`config.mk`:
```
export PLATFORM = sky130hd
export DESIGN_NAME = alu_seq_flat
export DESIGN_NICKNAME = d
export VERILOG_FILES = /design/src/rtl/alu_seq_pkg.sv /design/src/rtl/alu_seq_if.sv /design/src/rtl/alu_seq_muldiv.sv /design/src/rtl/alu_seq.sv /design/src/flat_wrapper.sv
export SDC_FILE = /design/constraint.sdc
export NUM_CORES = 1
export LEC_CHECK = 0
export CORE_UTILIZATION = 50
export CTS_CLUSTER_SIZE = 20
export DETAILED_ROUTE_END_ITERATION = 8
export PLACE_DENSITY = 0.76
export SLEW_MARGIN = 20
export SYNTH_ARGS = -nofsm -noshare
export SYNTH_HDL_FRONTEND = slang
export SYNTH_SLANG_ARGS = --single-unit
```
`constraint.sdc`:
```
create_clock -name clk -period 7.1 [get_ports clk]
set_input_delay 1.42 -clock clk [delete_from_list [all_inputs] [get_ports clk]]
set_output_delay 1.42 -clock clk [all_outputs]
set_load 0.02 [all_outputs]
```
`src/rtl/alu_seq_pkg.sv`:
```
// Shared types for the sequential ALU: op-code and FSM state encodings.
package alu_seq_pkg;

  localparam int OP_W = 5;

  typedef enum logic [OP_W-1:0] {
    OP_PASS = 5'd0,
    OP_AND  = 5'd1,
    OP_OR   = 5'd2,
    OP_NOT  = 5'd3,
    OP_XOR  = 5'd4,
    OP_ADD  = 5'd5,
    OP_SUB  = 5'd6,
    OP_SWAP = 5'd7,
    OP_SHL  = 5'd8,
    OP_RLC  = 5'd9,
    OP_SHR  = 5'd10,
    OP_RRC  = 5'd11,
    OP_INC  = 5'd12,
    OP_DEC  = 5'd13,
    OP_CLR  = 5'd14,
    OP_SET  = 5'd15,
    OP_ADC  = 5'd16,
    OP_SBB  = 5'd17,
    OP_MUL  = 5'd18,
    OP_DIV  = 5'd19
  } op_e;

  typedef enum logic [1:0] {
    ST_IDLE = 2'd0,
    ST_BUSY = 2'd1,
    ST_DONE = 2'd2
  } state_e;

  function automatic logic is_multi(input logic [OP_W-1:0] op);
    return (op == OP_MUL) || (op == OP_DIV);
  endfunction

endpackage

```
`src/rtl/alu_seq_if.sv`:
```
// Request/result handshake bundle between an ALU client (master) and alu_seq (slave).
interface alu_seq_if #(parameter int WIDTH = 8);
  import alu_seq_pkg::*;

  localparam int NW = $clog2(WIDTH);

  logic             in_valid;
  logic             in_ready;
  logic [OP_W-1:0]  op;
  logic [WIDTH-1:0] A;
  logic [WIDTH-1:0] B;
  logic [NW-1:0]    n;
  logic             out_valid;
  logic             out_ready;
  logic [WIDTH-1:0] Y;
  logic [WIDTH-1:0] Y_hi;
  logic             C;
  logic             Z;
  logic             N;
  logic             V;
  logic             DZ;
  logic             ERR;

  modport master (
    output in_valid, op, A, B, n, out_ready,
    input  in_ready, out_valid, Y, Y_hi, C, Z, N, V, DZ, ERR
  );

  modport slave (
    input  in_valid, op, A, B, n, out_ready,
    output in_ready, out_valid, Y, Y_hi, C, Z, N, V, DZ, ERR
  );

endinterface

```
`src/rtl/alu_seq_muldiv.sv`:
```
// Iterative WIDTH-step engine: shift-add unsigned multiply and restoring unsigned divide.
module alu_seq_muldiv #(
  parameter int WIDTH = 8
) (
  input  logic             clk,
  input  logic             rst_n,
  input  logic             start_i,
  input  logic             div_i,
  input  logic [WIDTH-1:0] a_i,
  input  logic [WIDTH-1:0] b_i,
  output logic             busy_o,
  output logic             done_o,
  output logic [WIDTH-1:0] hi_o,
  output logic [WIDTH-1:0] lo_o
);

  localparam int NW = $clog2(WIDTH);
  localparam logic [NW-1:0] LAST = NW'(WIDTH - 1);

  logic             busy_q, busy_d;
  logic             div_q, div_d;
  logic [NW-1:0]    cnt_q, cnt_d;
  logic [WIDTH-1:0] opd_q, opd_d;
  logic [WIDTH-1:0] hi_q, hi_d;
  logic [WIDTH-1:0] lo_q, lo_d;

  logic [WIDTH:0]   sum_s;
  logic [WIDTH:0]   shl_s;
  logic             ge_s;
  logic [WIDTH-1:0] sub_s;
  logic [WIDTH-1:0] step_hi_s;
  logic [WIDTH-1:0] step_lo_s;
  logic             last_s;

  assign last_s = busy_q && (cnt_q == LAST);

  // One iteration of the selected algorithm; the final step is consumed combinationally by the top.
  always_comb begin
    sum_s = {1'b0, hi_q} + {1'b0, (lo_q[0] ? opd_q : {WIDTH{1'b0}})};
    shl_s = {hi_q, lo_q[WIDTH-1]};
    ge_s  = (shl_s >= {1'b0, opd_q});
    // When ge_s holds the true difference is below opd_q, so WIDTH bits suffice.
    sub_s = shl_s[WIDTH-1:0] - opd_q;
    if (div_q) begin
      step_hi_s = ge_s ? sub_s : shl_s[WIDTH-1:0];
      step_lo_s = {lo_q[WIDTH-2:0], ge_s};
    end else begin
      step_hi_s = sum_s[WIDTH:1];
      step_lo_s = {sum_s[0], lo_q[WIDTH-1:1]};
    end
  end

  // Operand load on start, then one step per cycle until the last one.
  always_comb begin
    busy_d = busy_q;
    div_d  = div_q;
    cnt_d  = cnt_q;
    opd_d  = opd_q;
    hi_d   = hi_q;
    lo_d   = lo_q;
    if (start_i) begin
      busy_d = 1'b1;
      div_d  = div_i;
      cnt_d  = {NW{1'b0}};
      opd_d  = div_i ? b_i : a_i;
      hi_d   = {WIDTH{1'b0}};
      lo_d   = div_i ? a_i : b_i;
    end else if (busy_q) begin
      busy_d = !last_s;
      cnt_d  = cnt_q + {{(NW-1){1'b0}}, 1'b1};
      hi_d   = step_hi_s;
      lo_d   = step_lo_s;
    end else begin
      busy_d = 1'b0;
    end
  end

  // Engine state registers.
  always_ff @(posedge clk or negedge rst_n) begin
    if (!rst_n) begin
      busy_q <= 1'b0;
      div_q  <= 1'b0;
      cnt_q  <= {NW{1'b0}};
      opd_q  <= {WIDTH{1'b0}};
      hi_q   <= {WIDTH{1'b0}};
      lo_q   <= {WIDTH{1'b0}};
    end else begin
      busy_q <= busy_d;
      div_q  <= div_d;
      cnt_q  <= cnt_d;
      opd_q  <= opd_d;
      hi_q   <= hi_d;
      lo_q   <= lo_d;
    end
  end

  assign busy_o = busy_q;
  assign done_o = last_s;
  assign hi_o   = step_hi_s;
  assign lo_o   = step_lo_s;

endmodule

```
`src/rtl/alu_seq.sv`:
```
// Sequential ALU: single-cycle ops computed at acceptance, MUL/DIV delegated to alu_seq_muldiv.
module alu_seq
  import alu_seq_pkg::*;
#(
  parameter int WIDTH = 8
) (
  input  logic     clk,
  input  logic     rst_n,
  alu_seq_if.slave bus
);

  localparam int HW = WIDTH / 2;

  state_e           state_q, state_d;
  logic             cf_q, cf_d;
  logic [WIDTH-1:0] y_q, y_d;
  logic [WIDTH-1:0] yhi_q, yhi_d;
  logic             z_q, z_d;
  logic             neg_q, neg_d;
  logic             v_q, v_d;
  logic             dz_q, dz_d;
  logic             err_q, err_d;
  logic             dzp_q, dzp_d;
  logic             in_ready_q, in_ready_d;
  logic             out_valid_q, out_valid_d;

  logic [WIDTH:0]   wide_s;
  logic [WIDTH-1:0] alu_y_s;
  logic             alu_cf_s;
  logic             alu_v_s;
  logic             alu_err_s;
  logic             cin_s;
  logic [WIDTH-1:0] onehot_s;
  logic             accept_s;
  logic             md_start_s;
  logic             md_busy_s;
  logic             md_done_s;
  logic [WIDTH-1:0] md_hi_s;
  logic [WIDTH-1:0] md_lo_s;

  assign accept_s = bus.in_valid && in_ready_q;
  assign cin_s    = ((bus.op == OP_ADC) || (bus.op == OP_SBB)) ? cf_q : 1'b0;
  assign onehot_s = {{(WIDTH-1){1'b0}}, 1'b1} << bus.n;

  alu_seq_muldiv #(.WIDTH(WIDTH)) u_muldiv (
    .clk     (clk),
    .rst_n   (rst_n),
    .start_i (md_start_s),
    .div_i   (bus.op == OP_DIV),
    .a_i     (bus.A),
    .b_i     (bus.B),
    .busy_o  (md_busy_s),
    .done_o  (md_done_s),
    .hi_o    (md_hi_s),
    .lo_o    (md_lo_s)
  );

  // Single-cycle result and carry/overflow from the operands presented at acceptance.
  always_comb begin
    wide_s    = {(WIDTH+1){1'b0}};
    alu_y_s   = {WIDTH{1'b0}};
    alu_cf_s  = cf_q;
    alu_v_s   = 1'b0;
    alu_err_s = 1'b0;
    case (bus.op)
      OP_PASS: alu_y_s = bus.B;
      OP_AND:  alu_y_s = bus.A & bus.B;
      OP_OR:   alu_y_s = bus.A | bus.B;
      OP_NOT:  alu_y_s = ~bus.B;
      OP_XOR:  alu_y_s = bus.A ^ bus.B;
      OP_ADD, OP_ADC: begin
        wide_s   = {1'b0, bus.A} + {1'b0, bus.B} + {{WIDTH{1'b0}}, cin_s};
        alu_y_s  = wide_s[WIDTH-1:0];
        alu_cf_s = wide_s[WIDTH];
        alu_v_s  = (bus.A[WIDTH-1] == bus.B[WIDTH-1]) && (wide_s[WIDTH-1] != bus.A[WIDTH-1]);
      end
      OP_SUB, OP_SBB: begin
        wide_s   = {1'b0, bus.A} - {1'b0, bus.B} - {{WIDTH{1'b0}}, cin_s};
        alu_y_s  = wide_s[WIDTH-1:0];
        alu_cf_s = wide_s[WIDTH];
        alu_v_s  = (bus.A[WIDTH-1] != bus.B[WIDTH-1]) && (wide_s[WIDTH-1] != bus.A[WIDTH-1]);
      end
      OP_SWAP: alu_y_s = {bus.B[HW-1:0], bus.B[WIDTH-1:HW]};
      OP_SHL: begin
        alu_y_s  = {bus.B[WIDTH-2:0], 1'b0};
        alu_cf_s = bus.B[WIDTH-1];
      end
      OP_RLC: begin
        alu_y_s  = {bus.B[WIDTH-2:0], cf_q};
        alu_cf_s = bus.B[WIDTH-1];
      end
      OP_SHR: begin
        alu_y_s  = {1'b0, bus.B[WIDTH-1:1]};
        alu_cf_s = bus.B[0];
      end
      OP_RRC: begin
        alu_y_s  = {cf_q, bus.B[WIDTH-1:1]};
        alu_cf_s = bus.B[0];
      end
      OP_INC: begin
        wide_s   = {1'b0, bus.B} + {{WIDTH{1'b0}}, 1'b1};
        alu_y_s  = wide_s[WIDTH-1:0];
        alu_cf_s = wide_s[WIDTH];
      end
      OP_DEC: begin
        wide_s   = {1'b0, bus.B} - {{WIDTH{1'b0}}, 1'b1};
        alu_y_s  = wide_s[WIDTH-1:0];
        alu_cf_s = wide_s[WIDTH];
      end
      OP_CLR:  alu_y_s = bus.A & ~onehot_s;
      OP_SET:  alu_y_s = bus.A | onehot_s;
      OP_MUL, OP_DIV: alu_y_s = {WIDTH{1'b0}};
      default: alu_err_s = 1'b1;
    endcase
  end

  // FSM next state and result-register loads.
  always_comb begin
    state_d    = state_q;
    cf_d       = cf_q;
    y_d        = y_q;
    yhi_d      = yhi_q;
    z_d        = z_q;
    neg_d      = neg_q;
    v_d        = v_q;
    dz_d       = dz_q;
    err_d      = err_q;
    dzp_d      = dzp_q;
    md_start_s = 1'b0;
    case (state_q)
      ST_IDLE: begin
        if (accept_s && is_multi(bus.op)) begin
          state_d    = ST_BUSY;
          md_start_s = 1'b1;
          dzp_d      = (bus.op == OP_DIV) && (bus.B == {WIDTH{1'b0}});
        end else if (accept_s) begin
          state_d = ST_DONE;
          y_d     = alu_y_s;
          yhi_d   = {WIDTH{1'b0}};
          cf_d    = alu_cf_s;
          z_d     = (alu_y_s == {WIDTH{1'b0}});
          neg_d   = alu_y_s[WIDTH-1];
          v_d     = alu_v_s;
          dz_d    = 1'b0;
          err_d   = alu_err_s;
        end else begin
          state_d = ST_IDLE;
        end
      end
      ST_BUSY: begin
        // Restoring division by zero naturally yields all-ones quotient and remainder A.
        if (md_done_s) begin
          state_d = ST_DONE;
          y_d     = md_lo_s;
          yhi_d   = md_hi_s;
          z_d     = (md_lo_s == {WIDTH{1'b0}});
          neg_d   = md_lo_s[WIDTH-1];
          v_d     = 1'b0;
          dz_d    = dzp_q;
          err_d   = 1'b0;
        end else if (!md_busy_s) begin
          state_d = ST_IDLE;
        end else begin
          state_d = ST_BUSY;
        end
      end
      ST_DONE: begin
        if (bus.out_ready) begin
          state_d = ST_IDLE;
        end else begin
          state_d = ST_DONE;
        end
      end
      default: state_d = ST_IDLE;
    endcase
    in_ready_d  = (state_d == ST_IDLE);
    out_valid_d = (state_d == ST_DONE);
  end

  // State, carry and result registers.
  always_ff @(posedge clk or negedge rst_n) begin
    if (!rst_n) begin
      state_q     <= ST_IDLE;
      cf_q        <= 1'b0;
      y_q         <= {WIDTH{1'b0}};
      yhi_q       <= {WIDTH{1'b0}};
      z_q         <= 1'b0;
      neg_q       <= 1'b0;
      v_q         <= 1'b0;
      dz_q        <= 1'b0;
      err_q       <= 1'b0;
      dzp_q       <= 1'b0;
      in_ready_q  <= 1'b1;
      out_valid_q <= 1'b0;
    end else begin
      state_q     <= state_d;
      cf_q        <= cf_d;
      y_q         <= y_d;
      yhi_q       <= yhi_d;
      z_q         <= z_d;
      neg_q       <= neg_d;
      v_q         <= v_d;
      dz_q        <= dz_d;
      err_q       <= err_d;
      dzp_q       <= dzp_d;
      in_ready_q  <= in_ready_d;
      out_valid_q <= out_valid_d;
    end
  end

  assign bus.in_ready  = in_ready_q;
  assign bus.out_valid = out_valid_q;
  assign bus.Y         = y_q;
  assign bus.Y_hi      = yhi_q;
  assign bus.C         = cf_q;
  assign bus.Z         = z_q;
  assign bus.N         = neg_q;
  assign bus.V         = v_q;
  assign bus.DZ        = dz_q;
  assign bus.ERR       = err_q;

endmodule

```
`src/flat_wrapper.sv`:
```
// flat-port wrapper written by rule: the top's interface ports become plain ports
module alu_seq_flat import alu_seq_pkg::*;
#(
  parameter int WIDTH = 8
)
  (clk, rst_n, bus_in_valid, bus_op, bus_A, bus_B, bus_n, bus_out_ready, bus_in_ready, bus_out_valid, bus_Y, bus_Y_hi, bus_C, bus_Z, bus_N, bus_V, bus_DZ, bus_ERR);
  alu_seq_if #(.WIDTH(WIDTH)) bus_i ();
  input  logic clk;
  input  logic rst_n;
  input wire logic [$bits(bus_i.in_valid)-1:0] bus_in_valid;
  input wire logic [$bits(bus_i.op)-1:0] bus_op;
  input wire logic [$bits(bus_i.A)-1:0] bus_A;
  input wire logic [$bits(bus_i.B)-1:0] bus_B;
  input wire logic [$bits(bus_i.n)-1:0] bus_n;
  input wire logic [$bits(bus_i.out_ready)-1:0] bus_out_ready;
  output wire logic [$bits(bus_i.in_ready)-1:0] bus_in_ready;
  output wire logic [$bits(bus_i.out_valid)-1:0] bus_out_valid;
  output wire logic [$bits(bus_i.Y)-1:0] bus_Y;
  output wire logic [$bits(bus_i.Y_hi)-1:0] bus_Y_hi;
  output wire logic [$bits(bus_i.C)-1:0] bus_C;
  output wire logic [$bits(bus_i.Z)-1:0] bus_Z;
  output wire logic [$bits(bus_i.N)-1:0] bus_N;
  output wire logic [$bits(bus_i.V)-1:0] bus_V;
  output wire logic [$bits(bus_i.DZ)-1:0] bus_DZ;
  output wire logic [$bits(bus_i.ERR)-1:0] bus_ERR;
  assign bus_i.in_valid = bus_in_valid;
  assign bus_i.op = bus_op;
  assign bus_i.A = bus_A;
  assign bus_i.B = bus_B;
  assign bus_i.n = bus_n;
  assign bus_i.out_ready = bus_out_ready;
  assign bus_in_ready = bus_i.in_ready;
  assign bus_out_valid = bus_i.out_valid;
  assign bus_Y = bus_i.Y;
  assign bus_Y_hi = bus_i.Y_hi;
  assign bus_C = bus_i.C;
  assign bus_Z = bus_i.Z;
  assign bus_N = bus_i.N;
  assign bus_V = bus_i.V;
  assign bus_DZ = bus_i.DZ;
  assign bus_ERR = bus_i.ERR;
  alu_seq #(.WIDTH(WIDTH)) u_core (.clk(clk), .rst_n(rst_n), .bus(bus_i));
endmodule
```
==> metrics.cfg, run 1 <==
[floorplanning]
start_util_pct = 52.19
die_h_microns = 109.3
rows = 38
ioPinCount = 52
core_area_sq_um = 11030
die_x_microns = 109.3
die-area_sq_um = 11950

[critical_path]
crit_arrival_ns = 5.48
regToRegEndpoint = u_core.bus.Z$_DFFE_PN0P_
max_stage_delay_ns = 0.81
critical_path_depth = 12
cp_top_family = compound AO/OA/AOI/OAI gates
r2r_cells = 10
critical_path.slowest_cell = clkdlybuf4s50_1
cpMostUsedCell = fa_1
cp.required_ns = 7.32
start_kind = input pin
reg2reg_slack_ns = 3.63
crit_fanout = 27
timing.critical_path.buf_inv = 1
crit_path_end_kind = flip-flop
cp_cell_sequence = clkdlybuf4s50_1 > nor2_1 > nand4b_1 > fa_1 > fa_1 > nand2b_1 > a2111oi_0 > nor3_1 > xor2_1 > a221oi_1 > nand4_1 > o21ai_1
setup.worst_path.class = input pin to flip-flop
crit-reg2reg-launch = u_core.bus.C$_DFFE_PN0P_

[synthesis]
netlist.area_leader.share_pct = 23.47
yosys_warnings = 0
synth_nets = 792
syn-cell-area_sq_um = 5757
yosysTopAreaCell = dfrtp_1
synth.area.top_cells = dfrtp_1 (23%), ha_1 (9.3%), mux2i_1 (5.2%), o21ai_0 (4.7%), a21oi_1 (4.0%)
yosysSeqAreaShare_pct = 23.93
synth_ff_type = dfrtp_1
avgSynthCellArea_sq_um = 8.051
netlist_top_cells_count = nor2_1 (59), nand2_1 (56), dfrtp_1 (54), o21ai_0 (54), a21oi_1 (46)
yosysMostFrequentCell = nor2_1
synthCells = 715
ys_seq_elements = 55
async_flop_share_pct = 100.0
yosysUniqueCellTypes = 77
synth_edf_count = 0

[final_layout]
num_antenna_cells = 0
synthToLayoutAreaGrowth_pct = 11.37
drive_gt1_share_pct = 3.940
final_nets = 812
finalNonFillerCells = 876
utilization_pct = 58.12

[detailed_routing]
wl_met3_mm = 1.829
via_per_inst = 6.678
wl_per_cell_microns = 21.76
drtAntennaViolNets = 0
met2_wirelength_mm = 8.416
via_count = 5850
routed_wirelength_mm = 19.06
drt_pass1_iterations = 6
wl_met1_mm = 8.306
drc = 0
routed.top_layer = met4
drt_iter0_markers = 632

[sta]
clock_skew_ns = 0.004211
worst_pin_slew_ns = 1.072
finalSetupTns_ns = 0
slew_headroom_pct = 27.97
maxClockFrequency_ghz = 0.1903
finalSetupViolCount = 0
min_period_ns = 5.255
finalCritPeriodShare_pct = 74.02
rsz0062_at_grt = no
maxSlewViolCount = 0
hold_viol = 0

[placed_design]
place_inst = 868
port_buffers = 51
hpwl_mm = 14.42
place.gp.congestion = 0.9894

[min_path]
min_from = u_core.bus.Y_hi[7]$_DFFE_PN0P_
hold-path-cell-count = 2
hold_path_class = flip-flop to flip-flop
min_to = u_core.bus.Y_hi[7]$_DFFE_PN0P_

[clock_network]
root_buffer = clkbuf_16
cts_setup_buffers = 0
post_cts_resized = 0
cts_max_level = 2
clkSlewWorstSetupHoldPaths_ns = 0.06
numCtsBuffers = 5
clk_path_buf_depth = 2
clkSinkCount = 55
clock_latency_ns = 0.30
cts_tree = yes
hold_buffers = 0

[global_route]
antenna_found_initial = 0
grt_pass1_vias = 5372
grt_usage_pct = 32.63
grt_pass1_wl_mm = 29.46
overflow = 0
grt_max_degree = 53

[power]
ir_worst_vdd_mv = 0.2346
powerDensity_nw_per_um2 = 313.0
leakage_nw = 2.691

[outcome]
status = finished clean

[run]
drv_cap = 0

-- worst reg2reg max path: stages, from the launching register on --
cell and delay, ns:
dfrtp_1 0.45, nand4b_1 0.18, fa_1 0.46, fa_1 0.45
nand2b_1 0.18, a2111oi_0 0.68, nor3_1 0.17, xor2_1 0.18
a221oi_1 0.36, nand4_1 0.14, o21ai_1 0.15
-- cell type report --
cell class,instances,area (sq um)
inverter,42,157.7
clock buffer,8,136.4
sequential,55,1378
tap,140,175.2
fill,1017,4619
multi-input combinational,574,4014
timing repair buffer,57,550.5
-- flip-flops by register name (all words and copies together), names as in the netlist, 2 cells and up --
signal / flops
u_core.bus.Y: 8
u_core.bus.Y_hi: 8
u_core.u_muldiv.hi_q: 8
u_core.u_muldiv.lo_q: 8
u_core.u_muldiv.opd_q: 8
u_core.u_muldiv.cnt_q: 3
u_core.state_q: 2
-- worst max-delay path by stage --
stage	slack, ns	endpoint	from
after floorplan	2.75	u_core.bus.Z$_DFFE_PN0P_	bus_op[2]
final	1.84	u_core.bus.Z$_DFFE_PN0P_	bus_op[2]
after global routing	1.53	u_core.bus.C$_DFFE_PN0P_	bus_op[2]
after CTS	1.98	u_core.bus.C$_DFFE_PN0P_	bus_op[2]
after detailed placement	1.67	u_core.bus.Z$_DFFE_PN0P_	bus_op[2]
after global placement	1.75	u_core.bus.Z$_DFFE_PN0P_	bus_op[2]
-- cell families after synthesis --
logic type	after synthesis	share of synthesized area [%]
flops	55	23.93
simple gates	239	21.78
mux	31	5.412
buf+inv	86	6.346
fa+ha+maj	49	11.43
xor+xnor	21	3.195
compound gates	234	27.91
-- placed cells by master, fill, tap and decap left out, drive strengths merged, types with 6 or more instances in the layout --
master / Yosys / final
a2111oi: 6 / 6
a211oi: 12 / 12
a21o: 9 / 9
a21oi: 47 / 47
a22o: 6 / 6
a31oi: 7 / 7
and2: 10 / 10
buf: 18 / 7
clkbuf: 26 / 8
clkdlybuf4s50: 0 / 50
dfrtp: 54 / 54
fa: 6 / 6
ha: 43 / 43
inv: 41 / 41
mux2i: 30 / 30
nand2: 56 / 56
nand2b: 14 / 14
nand3: 15 / 15
nand4: 8 / 8
nor2: 59 / 59
nor2b: 10 / 10
nor3: 15 / 15
nor4: 7 / 7
o211ai: 9 / 9
o21ai: 57 / 57
o31ai: 11 / 11
or4: 7 / 7
xnor2: 14 / 14
xor2: 7 / 7
-- report_power, final --
| group | switching [mW] | leakage, nW | internal, mW |
|---|---|---|---|
| registers | 0.151 | 0.686 | 0.433 |
| clock network | 0.110 | 0.0652 | 0.132 |
| logic | 0.676 | 1.94 | 0.505 |
| total | 0.937 | 2.69 | 1.07 |
-- layer usage --
layer / up-vias / GRT usage [%]
met5: - / 0
met2: 311 / 50.18
met1: 2800 / 46.20
li1: 2699 / -
met4: 0 / 10.48
met3: 40 / 5.809
-- through the flow --
stage / setup WS (ns) / cell area [sq um] / total power, mW / hold slack (ns)
after floorplan: 2.748 / 5757 / 1.367 / 0.4497
after global placement: 1.751 / 6275 / 1.696 / 0.4618
after detailed placement: 1.674 / 6275 / 1.737 / 0.4793
after CTS: 1.977 / 6411 / 1.982 / 0.4952
after global routing: 1.526 / 6411 / 2.144 / 0.5241
final: 1.845 / 6411 / 2.007 / 0.4894
(Power assumes the default switching activity.)
==> run 2, diff against run 1 <==
--- a/config.mk
+++ b/config.mk
@@ -8,7 +8,7 @@
 export CORE_UTILIZATION = 50
 export CTS_CLUSTER_SIZE = 20
 export DETAILED_ROUTE_END_ITERATION = 8
-export PLACE_DENSITY = 0.76
+export PLACE_DENSITY = 0.79
 export SLEW_MARGIN = 20
 export SYNTH_ARGS = -nofsm -noshare
 export SYNTH_HDL_FRONTEND = slang
==> constraint.sdc (replaced) <==
create_clock -name clk -period 4.3 [get_ports clk]
set_input_delay 0.86 -clock clk [delete_from_list [all_inputs] [get_ports clk]]
set_output_delay 0.86 -clock clk [all_outputs]
set_load 0.02 [all_outputs]
==> run 2 against run 1 <==
Compared with the run above: combinational power is 65% higher; clock-buffer cell count is 2 lower; design area is 4.6% higher; critical path depth is 2 higher; first-iteration DRC count is 12% lower; die area stayed put; utilization is 2.7 points higher; clock skew is 0.0056 ns higher; largest cell class unchanged.
==> metrics.cfg, run 2 (synthesis gave the netlist of run 1 again) <==
[floorplanning]
start_util_pct = 52.19  ; unchanged
die_x_microns = 109.3  ; unchanged
rows = 38  ; unchanged
core_area_sq_um = 11030  ; unchanged
die-area_sq_um = 11950  ; unchanged
ioPinCount = 52  ; unchanged
die_h_microns = 109.3  ; unchanged

[outcome]
status = finished clean

[critical_path]
regToRegEndpoint = u_core.bus.Y[5]$_DFFE_PN0P_
crit-reg2reg-launch = u_core.bus.C$_DFFE_PN0P_
cp.required_ns = 4.44  ; -2.88 ns
start_kind = input pin
crit_fanout = 2  ; -93%
reg2reg_slack_ns = 1.01  ; -2.62 ns
setup.worst_path.class = input pin to flip-flop
crit_arrival_ns = 4.11  ; -1.37 ns
crit_start = bus_op[2]
crit_path_end_kind = flip-flop
r2r_cells = 12  ; +2

[global_route]
grt_util_met2_pct = 58.54  ; +8.4 points
grt_pass1_vias = 5681  ; +5.8%
grt_max_degree = 38  ; -28%
global_route.peak_usage_layer = met2
met1_usage_pct = 42.98  ; -3.2 points
antenna_found_initial = 0  ; unchanged
grt_usage_pct = 34.08  ; +1.5 points
overflow = 0  ; unchanged
grt_pass1_wl_mm = 30.79  ; +4.5%
grt_use_met3_pct = 4.505  ; -1.3 points

[sta]
worst_pin_slew_ns = 0.9255  ; -0.1467 ns
min_period_ns = 3.970
slew_headroom_pct = 38.30  ; +10 points
maxClockFrequency_ghz = 0.2519
maxSlewViolCount = 0  ; unchanged
finalSetupViolCount = 0  ; unchanged
hold_viol = 0  ; unchanged
fin_ws_ns = 0.3303  ; -1.514 ns
clock_skew_ns = 0.009818  ; +0.005607 ns
finalCritPeriodShare_pct = 92.32
rsz0062_at_grt = no
finalSetupTns_ns = 0  ; unchanged

[placed_design]
placed_cell_area_sq_um = 6538  ; +4.2%
hpwl_mm = 15.69  ; +8.9%
port_buffers = 51  ; unchanged
place.gp.congestion = 1.064  ; +7.6%
place_inst = 903  ; +4.0%
dp_slack_ns = 0.08666  ; -1.587 ns

[final_layout]
fin_area_sq_um = 6704  ; +4.6%
drive_gt1_share_pct = 8.560  ; +4.6 points
utilization_pct = 60.78  ; +2.7 points
final_common_cell = nor2_1
synthToLayoutAreaGrowth_pct = 16.45
final_nets = 847  ; +4.3%
final_cell_mix = nor2_1 (59), nand2_1 (56), o21ai_0 (54), dfrtp_1 (54), clkdlybuf4s50_1 (50)
fill_cells = 995  ; -2.2%
num_antenna_cells = 0  ; unchanged
finalNonFillerCells = 911  ; +4.0%

[power]
leakage_nw = 2.872  ; +6.7%
powerDensity_nw_per_um2 = 500.7  ; +60%
ir_worst_vdd_mv = 0.4049  ; +73%

[detailed_routing]
drt_iter0_markers = 557  ; -12%
routed_wirelength_mm = 19.97  ; +4.8%
wl_per_cell_microns = 21.92  ; +0.74%
via_count = 5982  ; +2.3%
drt_pass1_iterations = 5  ; -1
drtAntennaViolNets = 0  ; unchanged
via_per_inst = 6.566  ; -1.7%
drc = 0  ; unchanged

[clock_network]
clkSlewWorstSetupHoldPaths_ns = 0.07  ; about the same
cts_max_level = 2  ; unchanged
post_cts_resized = 0  ; unchanged
clock_latency_ns = 0.29  ; about the same
root_buffer = clkbuf_16
hold_buffers = 0  ; unchanged
cts_setup_buffers = 0  ; unchanged
numCtsBuffers = 5  ; unchanged
cts_tree = yes
clkSinkCount = 55  ; unchanged
clk_path_buf_depth = 2  ; unchanged

[run]
drv_cap = 0  ; unchanged

[min_path]
min_from = u_core.bus.ERR$_DFFE_PN0P_
hold-path-cell-count = 2  ; unchanged
hold_path_class = flip-flop to flip-flop
min_to = u_core.bus.ERR$_DFFE_PN0P_

[run 2: metal layers]
metal	vias to the layer above	wire [microns]	share of wire, %
met2	288	9568	48
met5	-	0	0
li1	2786	-	-
met4	0	651	3.3
met3	44	1482	7.4
met1	2864	8268	41
[run 2: how the worst max path moves through the flow]
stage | to | depth (start not counted)
after global routing | u_core.bus.Z$_DFFE_PN0P_ | 13
after global placement | u_core.bus.Z$_DFFE_PN0P_ | 13
after detailed placement | u_core.bus.Y[5]$_DFFE_PN0P_ | 14
after CTS | u_core.bus.Z$_DFFE_PN0P_ | 13
final | u_core.bus.Y[5]$_DFFE_PN0P_ | 14
after floorplan | u_core.bus.Z$_DFFE_PN0P_ | 13
[run 2: per-stage QoR]
stage	hold WS, ns	power, mW
after global routing	0.4992	3.604
after CTS	0.4836	3.333
after floorplan	0.4497	2.257
after global placement	0.4636	2.800
after detailed placement	0.4691	2.855
final	0.4765	3.356
[run 2: area by class of cell]
cell class / instances / area, sq um / share of cell area, %
Multi-Input combinational cell: 574 / 4014 / 59.87
Sequential cell: 55 / 1378 / 20.55
Timing Repair Buffer: 92 / 813.3 / 12.13
Tap cell: 140 / 175.2 / 2.613
Inverter: 42 / 157.7 / 2.352
Clock buffer: 6 / 128.9 / 1.922
Clock inverter: 2 / 37.54 / 0.5599
[run 2: power breakdown]
part / total, mW / leakage [nW] / switching, mW / internal, mW
clock network: 0.459 / 0.0771 / 0.184 / 0.275
registers: 0.943 / 0.686 / 0.228 / 0.715
logic: 1.95 / 2.11 / 1.09 / 0.860
total: 3.36 / 2.87 / 1.51 / 1.85
[run 2: critical path, cell delays in order]
cell,delay (ns)
clkdlybuf4s50_1,0.42
nor2_1,0.16
nand4b_1,0.18
inv_1,0.11
fa_1,0.44
inv_1,0.09
ha_1,0.13
o21ai_0,0.13
a311oi_1,0.41
xnor2_1,0.18
nor2_1,0.05
a2111oi_0,0.54
a21boi_0,0.27
o221ai_1,0.14
==> run 3, diff against run 2 <==
--- a/config.mk
+++ b/config.mk
@@ -5,10 +5,11 @@
 export SDC_FILE = /design/constraint.sdc
 export NUM_CORES = 1
 export LEC_CHECK = 0
-export CORE_UTILIZATION = 50
+export CORE_UTILIZATION = 54
 export CTS_CLUSTER_SIZE = 20
 export DETAILED_ROUTE_END_ITERATION = 8
-export PLACE_DENSITY = 0.79
+export GPL_TIMING_DRIVEN = 0
+export PLACE_DENSITY = 0.84
 export SLEW_MARGIN = 20
 export SYNTH_ARGS = -nofsm -noshare
 export SYNTH_HDL_FRONTEND = slang
==> run 3 against run 2 <==
Compared with the run above: wire length rose by 7.1%; design area is 0.13% higher; non-clock buffer count rose by 8; first-iteration DRC count grew 13%; clock power fell by 21%; flip-flop and latch count did not move; clock-buffer cell count unchanged; combinational power rose by 7%; critical path depth is 1 lower; utilization grew 4.2 points; via count increased by 5.0%.
==> metrics.cfg, run 3 (synthesis gave the netlist of run 1 again) <==
[global_route]
grt_max_degree = 56  ; +47%
grt_pass1_wl_mm = 33.34  ; +8.3%
grt_usage_pct = 39.19  ; +5.1 points
overflow = 0  ; unchanged
antenna_found_initial = 0  ; unchanged
grt_pass1_vias = 6193  ; +9.0%

[final_layout]
final_common_cell = nor2_1
drive_gt1_share_pct = 8.344  ; -0.22 points
utilization_pct = 65.02  ; +4.2 points
synthToLayoutAreaGrowth_pct = 16.61
fill_cells = 838  ; -16%
num_antenna_cells = 0  ; unchanged
finalNonFillerCells = 915  ; +0.44%
final_nets = 855  ; +0.94%
fin_area_sq_um = 6713  ; +0.13%
final_cell_mix = nor2_1 (58), nand2_1 (56), dfrtp_1 (54), o21ai_0 (53), clkdlybuf4s50_1 (47)

[power]
pwr-share-seq_pct = 26.9  ; -1.2 points
swShare_pct = 47.05  ; +2.2 points
powerDensity_nw_per_um2 = 500.8  ; about the same
ir_worst_vdd_mv = 0.4229  ; +4.5%
pwr-share-comb_pct = 62.3  ; +4.1 points
p_int_mw = 1.780  ; -3.8%
switchingPower_mw = 1.582  ; +5.0%
leakage_nw = 2.836  ; -1.3%
power_frac_clock_pct = 10.8  ; -2.9 points

[placed_design]
hpwl_mm = 16.37  ; +4.3%
placed_cell_area_sq_um = 6430  ; -1.6%
place.gp.congestion = 1.013  ; -4.8%
place_inst = 901  ; -0.22%
port_buffers = 50  ; -2.0%

[critical_path]
crit_path_end_kind = flip-flop
start_kind = input pin
cp.required_ns = 4.54  ; +0.10 ns
setup.worst_path.class = input pin to flip-flop
crit_arrival_ns = 4.48  ; +0.37 ns
crit_fanout = 19  ; +17

[outcome]
status = finished clean

[sta]
slew_headroom_pct = 21.19  ; -17 points
min_period_ns = 4.232  ; +0.2620 ns
finalCritPeriodShare_pct = 98.41  ; +6.1 points
worst_pin_slew_ns = 1.182  ; +0.2567 ns
clock_skew_ns = 0.01097  ; +0.001156 ns
finalSetupViolCount = 0  ; unchanged
maxClockFrequency_ghz = 0.2363  ; -6.2%
hold_viol = 0  ; unchanged
maxSlewViolCount = 0  ; unchanged

[clock_network]
root_buffer = clkbuf_8
clkSinkCount = 55  ; unchanged
clkSlewWorstSetupHoldPaths_ns = 0.10  ; +0.03 ns
cts_max_level = 2  ; unchanged
clock_latency_ns = 0.32  ; +0.03 ns
clk_path_buf_depth = 2  ; unchanged
cts_tree = yes
numCtsBuffers = 5  ; unchanged
hold_buffers = 0  ; unchanged

[detailed_routing]
drt_iter0_markers = 630  ; +13%
drc = 0  ; unchanged
via_per_inst = 6.862  ; +4.5%
routed_wirelength_mm = 21.38  ; +7.1%
via_count = 6279  ; +5.0%
drtAntennaViolNets = 0  ; unchanged
wl_per_cell_microns = 23.36  ; +6.6%
drt_pass1_iterations = 5  ; unchanged

[floorplanning]
die_h_microns = 105.3  ; -3.7%
die-area_sq_um = 11080  ; -7.3%
rows = 37  ; -2.6%
start_util_pct = 55.76  ; +3.6 points
ioPinCount = 52  ; unchanged
die_x_microns = 105.3  ; -3.7%
core_area_sq_um = 10320  ; -6.4%

[run]
drv_cap = 0  ; unchanged

[min_path]
hold_path_class = flip-flop to flip-flop

==> run 3: changes by cell type in the layout (fill, tap and decap cells not counted), moves of 3 or more <==
| cell | change |
|---|---|
| buf_4 | -27 |
| clkbuf_1 | +24 |
| buf_2 | +6 |
| clkbuf_8 | +6 |
| clkbuf_16 | -5 |
| clkdlybuf4s50_1 | -3 |
==> run 3: repair_timing <==
action | in CTS | in global routing
setup buffers | 3 | 5
setup endpoints to repair | 7 | 6
resized for setup | 16 | 11
pin swaps | 3 | 6
==> run 3: worst max-delay path: stages <==
cell             delay [ns]
clkdlybuf4s50_1        0.50
buf_2                  0.32
nand4b_1               0.24
buf_4                  0.20
fa_2                   0.36
fa_1                   0.44
nand2b_4               0.18
a21oi_1                0.17
xnor2_1                0.09
a22oi_1                0.20
nand3_1                0.20
or4_1                  0.55
o21ai_1                0.15
==> run 3: worst paths after layout <==
| check | start | cells past startpoint | to | slack [ns] |
|---|---|---|---|---|
| max | bus_op[4] | 13 | u_core.bus.Z$_DFFE_PN0P_ | 0.07 |
| min | u_core.bus.Y[6]$_DFFE_PN0P_ | 2 | u_core.bus.Y[6]$_DFFE_PN0P_ | 0.50 |
| max reg2reg | u_core.bus.C$_DFFE_PN0P_ | 11 | u_core.bus.Z$_DFFE_PN0P_ | 0.90 |
| min reg2reg | u_core.bus.Y[6]$_DFFE_PN0P_ | 2 | u_core.bus.Y[6]$_DFFE_PN0P_ | 0.50 |
| max in group asynchronous | rst_n | 1 | u_core.u_muldiv.opd_q[0]$_DFFE_PN0P_ | 3.28 |
| min in group asynchronous | rst_n | 1 | u_core.u_muldiv.hi_q[6]$_DFFE_PN0P_ | 0.57 |
==> run 3: final cells by class <==
cell class | count | area, sq um | share of cell area [%]
Timing Repair Buffer | 58 | 555.5 | 8.276
Clock buffer | 6 | 82.58 | 1.230
Multi-Input combinational cell | 574 | 4129 | 61.51
Clock inverter | 2 | 38.79 | 0.5778
Sequential cell | 55 | 1378 | 20.52
Buffer | 42 | 201.4 | 3.001
Inverter | 42 | 157.7 | 2.349
Tap cell | 136 | 170.2 | 2.535
==> run 3: power by group through the flow <==
stage	logic, mW	registers (mW)	clock network [mW]
3_5_place_dp	2.00	0.900	0
3_3_place_gp	1.91	0.889	0
2_1_floorplan	1.34	0.919	0
4_1_cts	2.03	0.893	0.364
6_report	2.09	0.904	0.364
5_1_grt	2.27	0.926	0.387
==> run 3: per-layer routing <==
layer	vias up	share of wire, %	global-route usage, %	wire length (microns)
met2	363	48	67.62	10250
met1	3030	38	47.37	8081
met3	99	7.7	3.834	1650
met5	-	0	0	0
li1	2787	-	-	-
met4	0	6.5	23.14	1393
==> run 3: metrics by stage <==
stage / hold WS, ns / setup slack [ns] / power (mW) / setup TNS [ns]
after floorplan: 0.4497 / 0.5081 / 2.257 / 0
after global placement: 0.4661 / -0.9644 / 2.799 / -5.242
after detailed placement: 0.4763 / -1.045 / 2.896 / -5.681
after CTS: 0.4982 / 0.02449 / 3.289 / 0
after global routing: 0.5368 / -0.02231 / 3.582 / -0.02231
final: 0.5017 / 0.06834 / 3.362 / 0
